File: config.mk
export PLATFORM = sky130hd
export DESIGN_NAME = ap_unsi_wall_pipe
export DESIGN_NICKNAME = d
export VERILOG_FILES = /design/src/rtl/ap_unsi_wall_pipe.sv
export SDC_FILE = /design/constraint.sdc
export NUM_CORES = 1
export LEC_CHECK = 0
export ABC_AREA = 1
export ABC_CLOCK_PERIOD_IN_PS = 20300
export CAP_MARGIN = 5
export CORE_MARGIN = 5
export CORE_UTILIZATION = 50
export CTS_CLUSTER_SIZE = 28
export DETAILED_ROUTE_END_ITERATION = 16
export PLACE_DENSITY = 0.68
export RECOVER_POWER = 100
export SYNTH_ARGS = -nofsm -noshare
export SYNTH_HDL_FRONTEND = slang
export SYNTH_SLANG_ARGS = --single-unit
File: constraint.sdc
create_clock -name clk -period 20.3 [get_ports clk]
set_input_delay 3.045 -clock clk [delete_from_list [all_inputs] [get_ports clk]]
set_output_delay 3.045 -clock clk [all_outputs]
set_load 0.05 [all_outputs]
File: src/rtl/ap_unsi_wall_pipe.sv
// ap_unsi_wall_pipe: 3-stage unsigned Wallace multiplier.
// Per-beat exact or column-truncated mode, valid/ready on both sides.
module ap_unsi_wall_pipe #(
  parameter int DW    = 12,
  parameter int TRUNC = 9
) (
  input  logic            clk,
  input  logic            rst,
  input  logic            in_vld,
  output logic            in_rdy,
  input  logic [DW-1:0]   muld,
  input  logic [DW-1:0]   mulr,
  input  logic            apx,
  output logic            out_vld,
  input  logic            out_rdy,
  output logic [2*DW-1:0] res,
  output logic            res_apx
);
  localparam int PW = 2 * DW;

  function automatic int rows_at(int l);
    int r;
    r = DW;
    for (int k = 0; k < l; k++) r = 2 * (r / 3) + r % 3;
    return r;
  endfunction

  function automatic int n_lv();
    int r;
    int n;
    r = DW;
    n = 0;
    while (r > 2) begin
      r = 2 * (r / 3) + r % 3;
      n++;
    end
    return n;
  endfunction

  localparam int NLV = n_lv();

  logic          v1_q, v1_d, v2_q, v2_d, v3_q, v3_d;
  logic          a1_q, a1_d, a2_q, a2_d, a3_q, a3_d;
  logic [DW-1:0] pp_q [DW];
  logic [DW-1:0] pp_d [DW];
  logic [PW-1:0] sum_q, sum_d, cry_q, cry_d;
  logic [PW-1:0] res_q, res_d;
  logic          en, ld1, ld2, ld3;

  // One global enable: a stalled output freezes every stage.
  always_comb begin
    en  = ~(v3_q & ~out_rdy);
    ld1 = en & in_vld;
    ld2 = en & v1_q;
    ld3 = en & v2_q;
  end

  assign in_rdy  = en;
  assign out_vld = v3_q;
  assign res     = res_q;
  assign res_apx = a3_q;

  always_comb begin
    for (int i = 0; i < DW; i++) begin
      pp_d[i] = pp_q[i];
      for (int j = 0; j < DW; j++)
        if (ld1)
          pp_d[i][j] = muld[j] & mulr[i]
                     & ~(apx & (i + j < TRUNC));
    end
  end

  // Row-form Wallace tree: 3:2 full-adder layers until two rows remain.
  logic [PW-1:0] lv [NLV+1][DW];

  for (genvar r = 0; r < DW; r++) begin : g_l0
    assign lv[0][r] = PW'(pp_q[r]) << r;
  end

  for (genvar l = 0; l < NLV; l++) begin : g_lv
    localparam int R  = rows_at(l);
    localparam int G  = R / 3;
    localparam int RN = rows_at(l + 1);
    for (genvar g = 0; g < G; g++) begin : g_fa
      logic [PW-1:0] a, b, c;
      assign a = lv[l][3*g];
      assign b = lv[l][3*g+1];
      assign c = lv[l][3*g+2];
      assign lv[l+1][2*g]   = a ^ b ^ c;
      assign lv[l+1][2*g+1] = ((a & b) | (a & c) | (b & c)) << 1;
    end
    for (genvar p = 0; p < R % 3; p++) begin : g_pass
      assign lv[l+1][2*G+p] = lv[l][3*G+p];
    end
    for (genvar z = RN; z < DW; z++) begin : g_zero
      assign lv[l+1][z] = '0;
    end
  end

  always_comb begin
    v1_d  = en ? in_vld : v1_q;
    a1_d  = ld1 ? apx : a1_q;
    v2_d  = en ? v1_q : v2_q;
    a2_d  = ld2 ? a1_q : a2_q;
    sum_d = ld2 ? lv[NLV][0] : sum_q;
    cry_d = ld2 ? lv[NLV][1] : cry_q;
    v3_d  = en ? v2_q : v3_q;
    a3_d  = ld3 ? a2_q : a3_q;
    res_d = ld3 ? sum_q + cry_q : res_q;
  end

  always_ff @(posedge clk or posedge rst) begin
    if (rst) begin
      v1_q  <= 1'b0;
      v2_q  <= 1'b0;
      v3_q  <= 1'b0;
      a1_q  <= 1'b0;
      a2_q  <= 1'b0;
      a3_q  <= 1'b0;
      sum_q <= '0;
      cry_q <= '0;
      res_q <= '0;
      for (int i = 0; i < DW; i++) pp_q[i] <= '0;
    end else begin
      v1_q  <= v1_d;
      v2_q  <= v2_d;
      v3_q  <= v3_d;
      a1_q  <= a1_d;
      a2_q  <= a2_d;
      a3_q  <= a3_d;
      sum_q <= sum_d;
      cry_q <= cry_d;
      res_q <= res_d;
      for (int i = 0; i < DW; i++) pp_q[i] <= pp_d[i];
    end
  end
endmodule

---- Yosys cells after proc, flatten, opt, wreduce, memory -nomap -nowiden ----
Index checks and enable logic that the tools add are counted.
Widths: inputs -> output; s select.
word-level totals
  bits in registers ....................... 221
  output and inout bits ................... 27
  memories ................................ 0
  input bits .............................. 29
  memory bits (writable) .................. 0
  ROM bits ................................ 0
  bits in latches ......................... 0
cells by class
  order comparisons ....................... 0
  add/subtract/negate cells ............... 1
  div/mod/pow operators ................... 0
  equal/unequal tests ..................... 0
  shifts and indexed selects .............. 0
  multipliers ............................. 0
  bitwise logic cells ..................... 266
  reduce and logical (&&, ||, !) cells .... 0
  mux-type cells .......................... 0
operators with widths
  operator         count
  $and 23x23->23   18
  $or 23x23->23    17
  $xor 24x24->24   12
  $and 1x1->1      193
  $add 24x24->24   1
  $and 21x23->23   1
  $and 22x23->23   1
  $or 23x14->23    1
  $or 23x17->23    1
  $or 23x20->23    1
  $xor 22x23->23   1
  $and 21x22->22   1
  $xor 21x22->22   1
  $and 18x20->20   1
  $and 19x20->20   1
  $xor 19x20->20   1
  $and 18x19->19   1
  $xor 18x19->19   1
  $and 15x17->17   1
  $and 16x17->17   1
  $xor 16x17->17   1
  $and 15x16->16   1
  $xor 15x16->16   1
  $and 12x14->14   1
  5 further kinds  7

---- Longest topological paths before layout ----
Gate-level depths: netlist of the first run.
  depth after elaboration ................. 15
  depth in mapped cells ................... 12

---- Worst setup path after synthesis of the first run ----
No wires, ideal clock.
  path kind ............................... input port to output port
  start point ............................. input port out_rdy
  end point ............................... output port in_rdy
  arrival ................................. 3.290 ns
  path slack .............................. 13.965 ns
  stages .................................. 2
  required time ........................... 17.255 ns
  path through ............................ nor2_4 > inv_4
between the ends
  cells in the longest elaborated chain, start to end .. 3
ends and longest elaborated chain
  item             RTL line  text
  start, declared  15        input logic out_rdy,
  $not 1->1        52        en = ~(v3_q & ~out_rdy);
  $and 1x1->1      52
  $not 1->1        52
  end, declared    10        output logic in_rdy,
No other way between the ends.

==> results of run 1 <==
[routing by layer]
metal / vias to the layer above / track usage
met3: 25 / 0.0240
met1: 3983 / 0.275
li1: 3984 / -
met2: 175 / 0.301
met4: 0 / 0.0320
met5: - / 0
[sequential cells by signal, indices dropped and copies added (netlist names)]
signal / count
g_lv.g_fa.a: 48
v2_q: 1
out_vld: 1
v1_q: 1
res_apx: 1
a2_q: 1
res: 24
a1_q: 1
cry_q: 18
g_lv.g_fa.c: 48
g_lv.g_fa.b: 48
sum_q: 24
[power by group through the flow]
stage          Combinational (mW)  Sequential, mW  Clock [mW]
2_1_floorplan               0.655           0.683           0
3_3_place_gp                0.985           0.606           0
3_5_place_dp                 1.01           0.610           0
4_1_cts                      1.02           0.603       0.426
5_1_grt                      1.15           0.617       0.444
6_report                    0.999           0.602       0.415
[synthesized netlist by cell type (2+ instances only)]
cell type,instances
mux2_2,31
nor3_1,2
xnor2_1,7
buf_2,32
nand2_4,2
nand3_1,46
fa_1,103
mux2_1,2
inv_1,167
a21oi_1,17
buf_6,3
xor2_1,2
buf_4,5
ha_1,51
buf_1,2
clkbuf_1,20
o21ai_1,5
nand4_1,3
o21ai_0,157
dfrtp_1,216
nand2_1,339
nor2_1,32
nand3b_1,6
nand2_2,2
[worst max-delay path: stages]
cell and delay [ps]:
dlygate4sd3_1 550, clkinvlp_2 3300, clkbuf_1 2960
[cells by family (layout without fill, tap and decap cells)]
family	after synthesis	count (layout)	share of synthesized area
adders and majority gates	154	154	0.221
DFF	216	216	0.442
and+or+nand+nor	436	436	0.144
xor gates and xnor gates	9	9	0.00645
AOI/OAI and AO/OA	183	183	0.0762
muxes	34	34	0.0316
buffers and inverters	231	267	0.0778
[final timing paths]
check | startpoint | endpoint | slack, ps | depth (start not counted)
max | rst | res[16] | 10060 | 3
min | res[6] | res[6] | 460 | 2
max reg2reg | out_vld | g_lv[0].g_fa[2].c[14] | 13530 | 6
min reg2reg | res[6] | res[6] | 460 | 2
max in group clk | out_rdy | g_lv[0].g_fa[2].c[14] | 10810 | 6
min in group asynchronous | rst | g_lv[0].g_fa[2].c[14] | 4830 | 2
[layout make-up]
class                           count  area, µm²
Clock inverter                      4       23.8
Fill cell                        2096      10600
Timing Repair Buffer               57        558
Sequential cell                   216       5410
Multi-Input combinational cell    816       5830
Inverter                          169        637
Tap cell                          324        405
Clock buffer                       37        721
==> flow_metrics.py, run 1 <==
metrics = {
    "sta": {
        "whs_ps": 460,
        "finClkSkew_ps": 12.0,
        "finalMaxSlewViolations": 568,
        "clock.fmax_mhz": 97.6,
        "grt_setup_unrepaired": "false",
        "hold_viol_final": 0,
        "finalCriticalPeriod_ps": 10240,
        "relSlewSlack": -3.05,
        "fin_setup_tns_ps": 0,
        "tightest_slew_ps": 6070,
        "setup_viol": 0,
        "timing.final.crit_share": 0.505,
        "worst_slack_ps": 10060,
    },
    "die": {
        "start_util": 0.505,
        "die_w_um": 166,
        "fp.dieArea_um2": 27700,
        "io_pins": 56,
        "core_um2": 24200,
        "rows": 57,
        "fp.dieH_um": 166,
    },
    "detailed_routing": {
        "drc": 0,
        "detail-route-antenna-nets": 0,
        "drt-wirelength-per-cell_um": 15.5,
        "vias": 8167,
        "drt_iter0_drc": 430,
        "routed_wl_um": 25100,
        "m1WireLength_um": 12200,
        "met2_length_um": 11500,
        "top_layer": "met4",
        "via_per_inst": 5.03,
        "drt-pass1-iter-count": 5,
        "met3_wirelength_um": 1110,
    },
    "synth": {
        "async_flop_share": 1.00,
        "ys.flop_type": "dfrtp_1",
        "yosys_warnings": 0,
        "yosysTopAreaCell": "dfrtp_1",
        "seq_area_frac_synth": 0.442,
        "syn_area_per_cell_um2": 9.67,
        "synthCells": 1263,
        "synth_area_um2": 12200,
        "yosys.cell_types.count": 35,
        "synth.area.top_cells": "dfrtp_1 44%, fa_1 17%, nand2_1 10%",
        "syn_nets": 1446,
        "synth_edf_count": 0,
        "ys_ff_latch": 216,
        "synthDominantCellAreaShare": 0.442,
    },
    "pwr": {
        "clkPwrFrac": 0.206,
        "totalPowerFinal_mw": 2.02,
        "p_switching_mw": 0.825,
        "internal_power_mw": 1.19,
        "swShare": 0.409,
        "seq_power_share": 0.299,
        "cellPowerDensity_nw_per_um2": 148,
        "combPwrFrac": 0.496,
        "leakage_nw": 6.76,
        "ir_drop_v": 0.0000812,
    },
    "cts": {
        "postCtsSetupBuffers": 0,
        "cts.sinks": 216,
        "cts_resized": 0,
        "hold_buffers": 0,
        "clkLatencyLatePin_ps": 510,
        "cts_buffers": 25,
        "cts_tree": "yes",
        "path_clk_slew_ps": 60,
        "cts-root-buf": "clkbuf_16",
        "ctsLongestPathBuffers": 3,
        "htree_levels": 1,
    },
    "placement": {
        "place_congestion": 0.823,
        "dp_hpwl_um": 17400,
        "pre_cts_ws_ps": 12710,
        "dpl_cell_area_um2": 12900,
        "io_buffers": 55,
        "placed_cells": 1582,
    },
    "global_routing": {
        "grt_pass1_wl_um": 42800,
        "grt_overflow": 0,
        "grt_pass1_vias": 8360,
        "grt_max_degree": 139,
        "grt_use_total": 0.186,
        "grt_antenna_before_repair": 0,
    },
    "setup_path": {
        "cp.required_ps": 20000,
        "cp-start-kind": "input pin",
        "critPathCaptureType": "async pin",
        "arrival_ps": 9940,
        "cp_max_fo": 138,
        "crit_type": "in2async",
    },
    "layout": {
        "antenna-diode-count": 0,
        "drive_gt1_frac": 0.0554,
        "final_cells": 1623,
        "area_delta_synth_final_pct": 11.2,
        "final_net_count": 1468,
        "final_common_cell": "nand2_1",
        "finalInstanceArea_um2": 13600,
        "final_cell_mix": "341 x nand2_1, 216 x dfrtp_1, 167 x inv_1",
        "final_core_util": 0.562,
    },
    "outcome": {
        "status": "finished, violations left",
        "failed_checks": "capacitance limit, slew limit",
    },
    "flow_run": {
        "drv_cap": 6,
    },
    "worst_hold_path": {
        "hold_path.class": "reg2reg",
    },
}
Power figures use the tool's default switching activity.
==> inputs of run 2 (changes only) <==
--- a/config.mk
+++ b/config.mk
@@ -6,13 +6,13 @@
 export NUM_CORES = 1
 export LEC_CHECK = 0
 export ABC_AREA = 1
-export ABC_CLOCK_PERIOD_IN_PS = 20300
+export ABC_CLOCK_PERIOD_IN_PS = 9350
 export CAP_MARGIN = 5
 export CORE_MARGIN = 5
 export CORE_UTILIZATION = 50
 export CTS_CLUSTER_SIZE = 28
 export DETAILED_ROUTE_END_ITERATION = 16
-export PLACE_DENSITY = 0.68
+export PLACE_DENSITY = 0.71
 export RECOVER_POWER = 100
 export SYNTH_ARGS = -nofsm -noshare
 export SYNTH_HDL_FRONTEND = slang
==> constraint.sdc (replaced) <==
create_clock -name clk -period 9.35 [get_ports clk]
set_input_delay 1.4025 -clock clk [delete_from_list [all_inputs] [get_ports clk]]
set_output_delay 1.4025 -clock clk [all_outputs]
set_load 0.05 [all_outputs]
==> run 2 against run 1 <==
The run still ends with capacitance limit, slew limit left; largest power group unchanged; global-route usage rose by 0.26 points; cell area rose by 0.58%; die area did not move; clock power rose by 130%; combinational power rose by 120%; clock-buffer cell count fell by 1; via count rose by 1.2%; final cell count rose by 0.18%.
==> flow_metrics.py, run 2 (synthesis results as in run 1) <==
metrics = {
    "placement": {
        "io_buffers": 55,
        "place_congestion": 0.822,
        "dp_hpwl_um": 17800,
    },
    "setup_path": {
        "cp.required_ps": 9750,
        "slowest_delay_ps": 1960,
        "cp_max_fo": 99,
        "crit_path_top_delay_cell": "nand2_1",
        "crit_type": "in2reg",
        "arrival_ps": 6040,
        "critPathCaptureType": "flip-flop",
        "crit_chain": "dlygate4sd3_1 -> nor2_1 -> clkinvlp_2 -> nand2_1 -> inv_2 -> o21ai_0",
        "cp-start-kind": "input pin",
    },
    "global_routing": {
        "grt_pass1_wl_um": 43500,
        "grt_pass1_vias": 8599,
        "grt_max_degree": 132,
        "grt_use_total": 0.188,
        "grt_antenna_before_repair": 0,
        "grt_overflow": 0,
    },
    "cts": {
        "clkLatencyLatePin_ps": 520,
        "ctsLongestPathBuffers": 3,
        "cts-root-buf": "clkbuf_16",
        "htree_levels": 1,
        "path_clk_slew_ps": 60,
        "cts_tree": "yes",
        "cts_resized": 0,
        "cts_buffers": 24,
        "postCtsSetupBuffers": 0,
        "hold_buffers": 0,
        "cts.sinks": 216,
    },
    "detailed_routing": {
        "vias": 8265,
        "drt-pass1-iter-count": 5,
        "drt-wirelength-per-cell_um": 15.6,
        "drt_iter0_drc": 694,
        "routed_wl_um": 25400,
        "drc": 0,
        "via_per_inst": 5.08,
        "detail-route-antenna-nets": 0,
    },
    "pwr": {
        "ir_drop_v": 0.000159,
        "cellPowerDensity_nw_per_um2": 324,
        "leakage_nw": 6.80,
    },
    "die": {
        "fp.dieArea_um2": 27700,
        "start_util": 0.505,
        "core_um2": 24200,
        "io_pins": 56,
        "die_w_um": 166,
        "fp.dieH_um": 166,
        "rows": 57,
    },
    "flow_run": {
        "drv_cap": 3,
    },
    "layout": {
        "final_net_count": 1468,
        "fill_cells": 2072,
        "final_cell_mix": "341 x nand2_1, 216 x dfrtp_1, 166 x inv_1",
        "area_delta_synth_final_pct": 11.8,
        "antenna-diode-count": 0,
        "regArea_um2": 5410,
        "final_common_cell": "nand2_1",
        "drive_gt1_frac": 0.0607,
        "multi_input_area_um2": 5830,
    },
    "sta": {
        "whs_ps": 459,
        "tightest_slew_ps": 3600,
        "grt_setup_unrepaired": "false",
        "relSlewSlack": -1.41,
        "clock.fmax_mhz": 177,
        "timing.final.crit_share": 0.604,
        "hold_viol_final": 0,
        "finalMaxSlewViolations": 235,
        "setup_viol": 0,
        "finClkSkew_ps": 25.1,
        "fin_setup_tns_ps": 0,
        "finalCriticalPeriod_ps": 5650,
    },
    "outcome": {
        "status": "finished, violations left",
        "failed_checks": "capacitance limit, slew limit",
    },
    "worst_hold_path": {
        "hold_path.class": "reg2reg",
    },
}
run 2: changes by cell type in the layout (fill, tap and decap cells not counted):
| cell | change |
|---|---|
| clkbuf_1 | -3 |
| inv_1 | -1 |
| bufinv_16 | +2 |
| clkinvlp_4 | +1 |
| inv_2 | +1 |
| buf_4 | +3 |
run 2: path summary, 6_finish.rpt:
kind / start / end / slack (ps) / depth (start not counted)
max in group asynchronous: rst / res[1] / 4800 / 3
min in group asynchronous: rst / g_lv[0].g_fa[2].b[15] / 2400 / 2
worst min register to register: v2_q / out_vld / 460 / 2
worst max register to register: out_vld / g_lv[0].g_fa[1].c[11] / 4780 / 6
worst max-delay path: out_rdy / g_lv[0].g_fa[1].c[11] / 3700 / 6
worst min-delay path: v2_q / out_vld / 460 / 2
run 2: power by group:
part	switching (mW)	internal, mW	leakage (nW)
registers	0.129	1.18	2.79
logic	1.29	0.874	3.61
clock network	0.371	0.584	0.396
total	1.79	2.64	6.80
run 2: metal layers:
layer / global-route usage / wire length [µm] / vias to the layer above
met1: 0.271 / 11800 / 4039
met3: 0.0276 / 1190 / 52
met4: 0.0452 / 573 / 0
met2: 0.305 / 11800 / 184
met5: 0 / 0 / -
li1: - / - / 3990
run 2: final cells by class:
| class | instances | area share |
|---|---|---|
| multi-input combinational | 816 | 0.427 |
| sequential | 216 | 0.396 |
| clock buffer | 36 | 0.0525 |
| inverter | 169 | 0.0466 |
| timing repair buffer | 58 | 0.0419 |
| tap | 324 | 0.0297 |
| clock inverter | 7 | 0.00669 |
run 2: per-stage QoR:
stage	worst slack (ps)	utilization	instances	total power [mW]	cell area, µm²
floorplan	2040	-	1263	2.91	12200
finish	3700	0.565	1626	4.43	13700
global route	3070	0.565	1626	4.86	13700
global placement	5040	0.534	1583	3.43	12900
detailed placement	5040	0.534	1583	3.50	12900
CTS	5030	0.567	1626	4.51	13700
run 2: critical path: cells and delay by family:
kind | cells | cell delay [ps]
buffers and inverters | 3 | 1900
AND/OR/NAND/NOR | 2 | 2190
AO/OA/AOI/OAI | 1 | 480
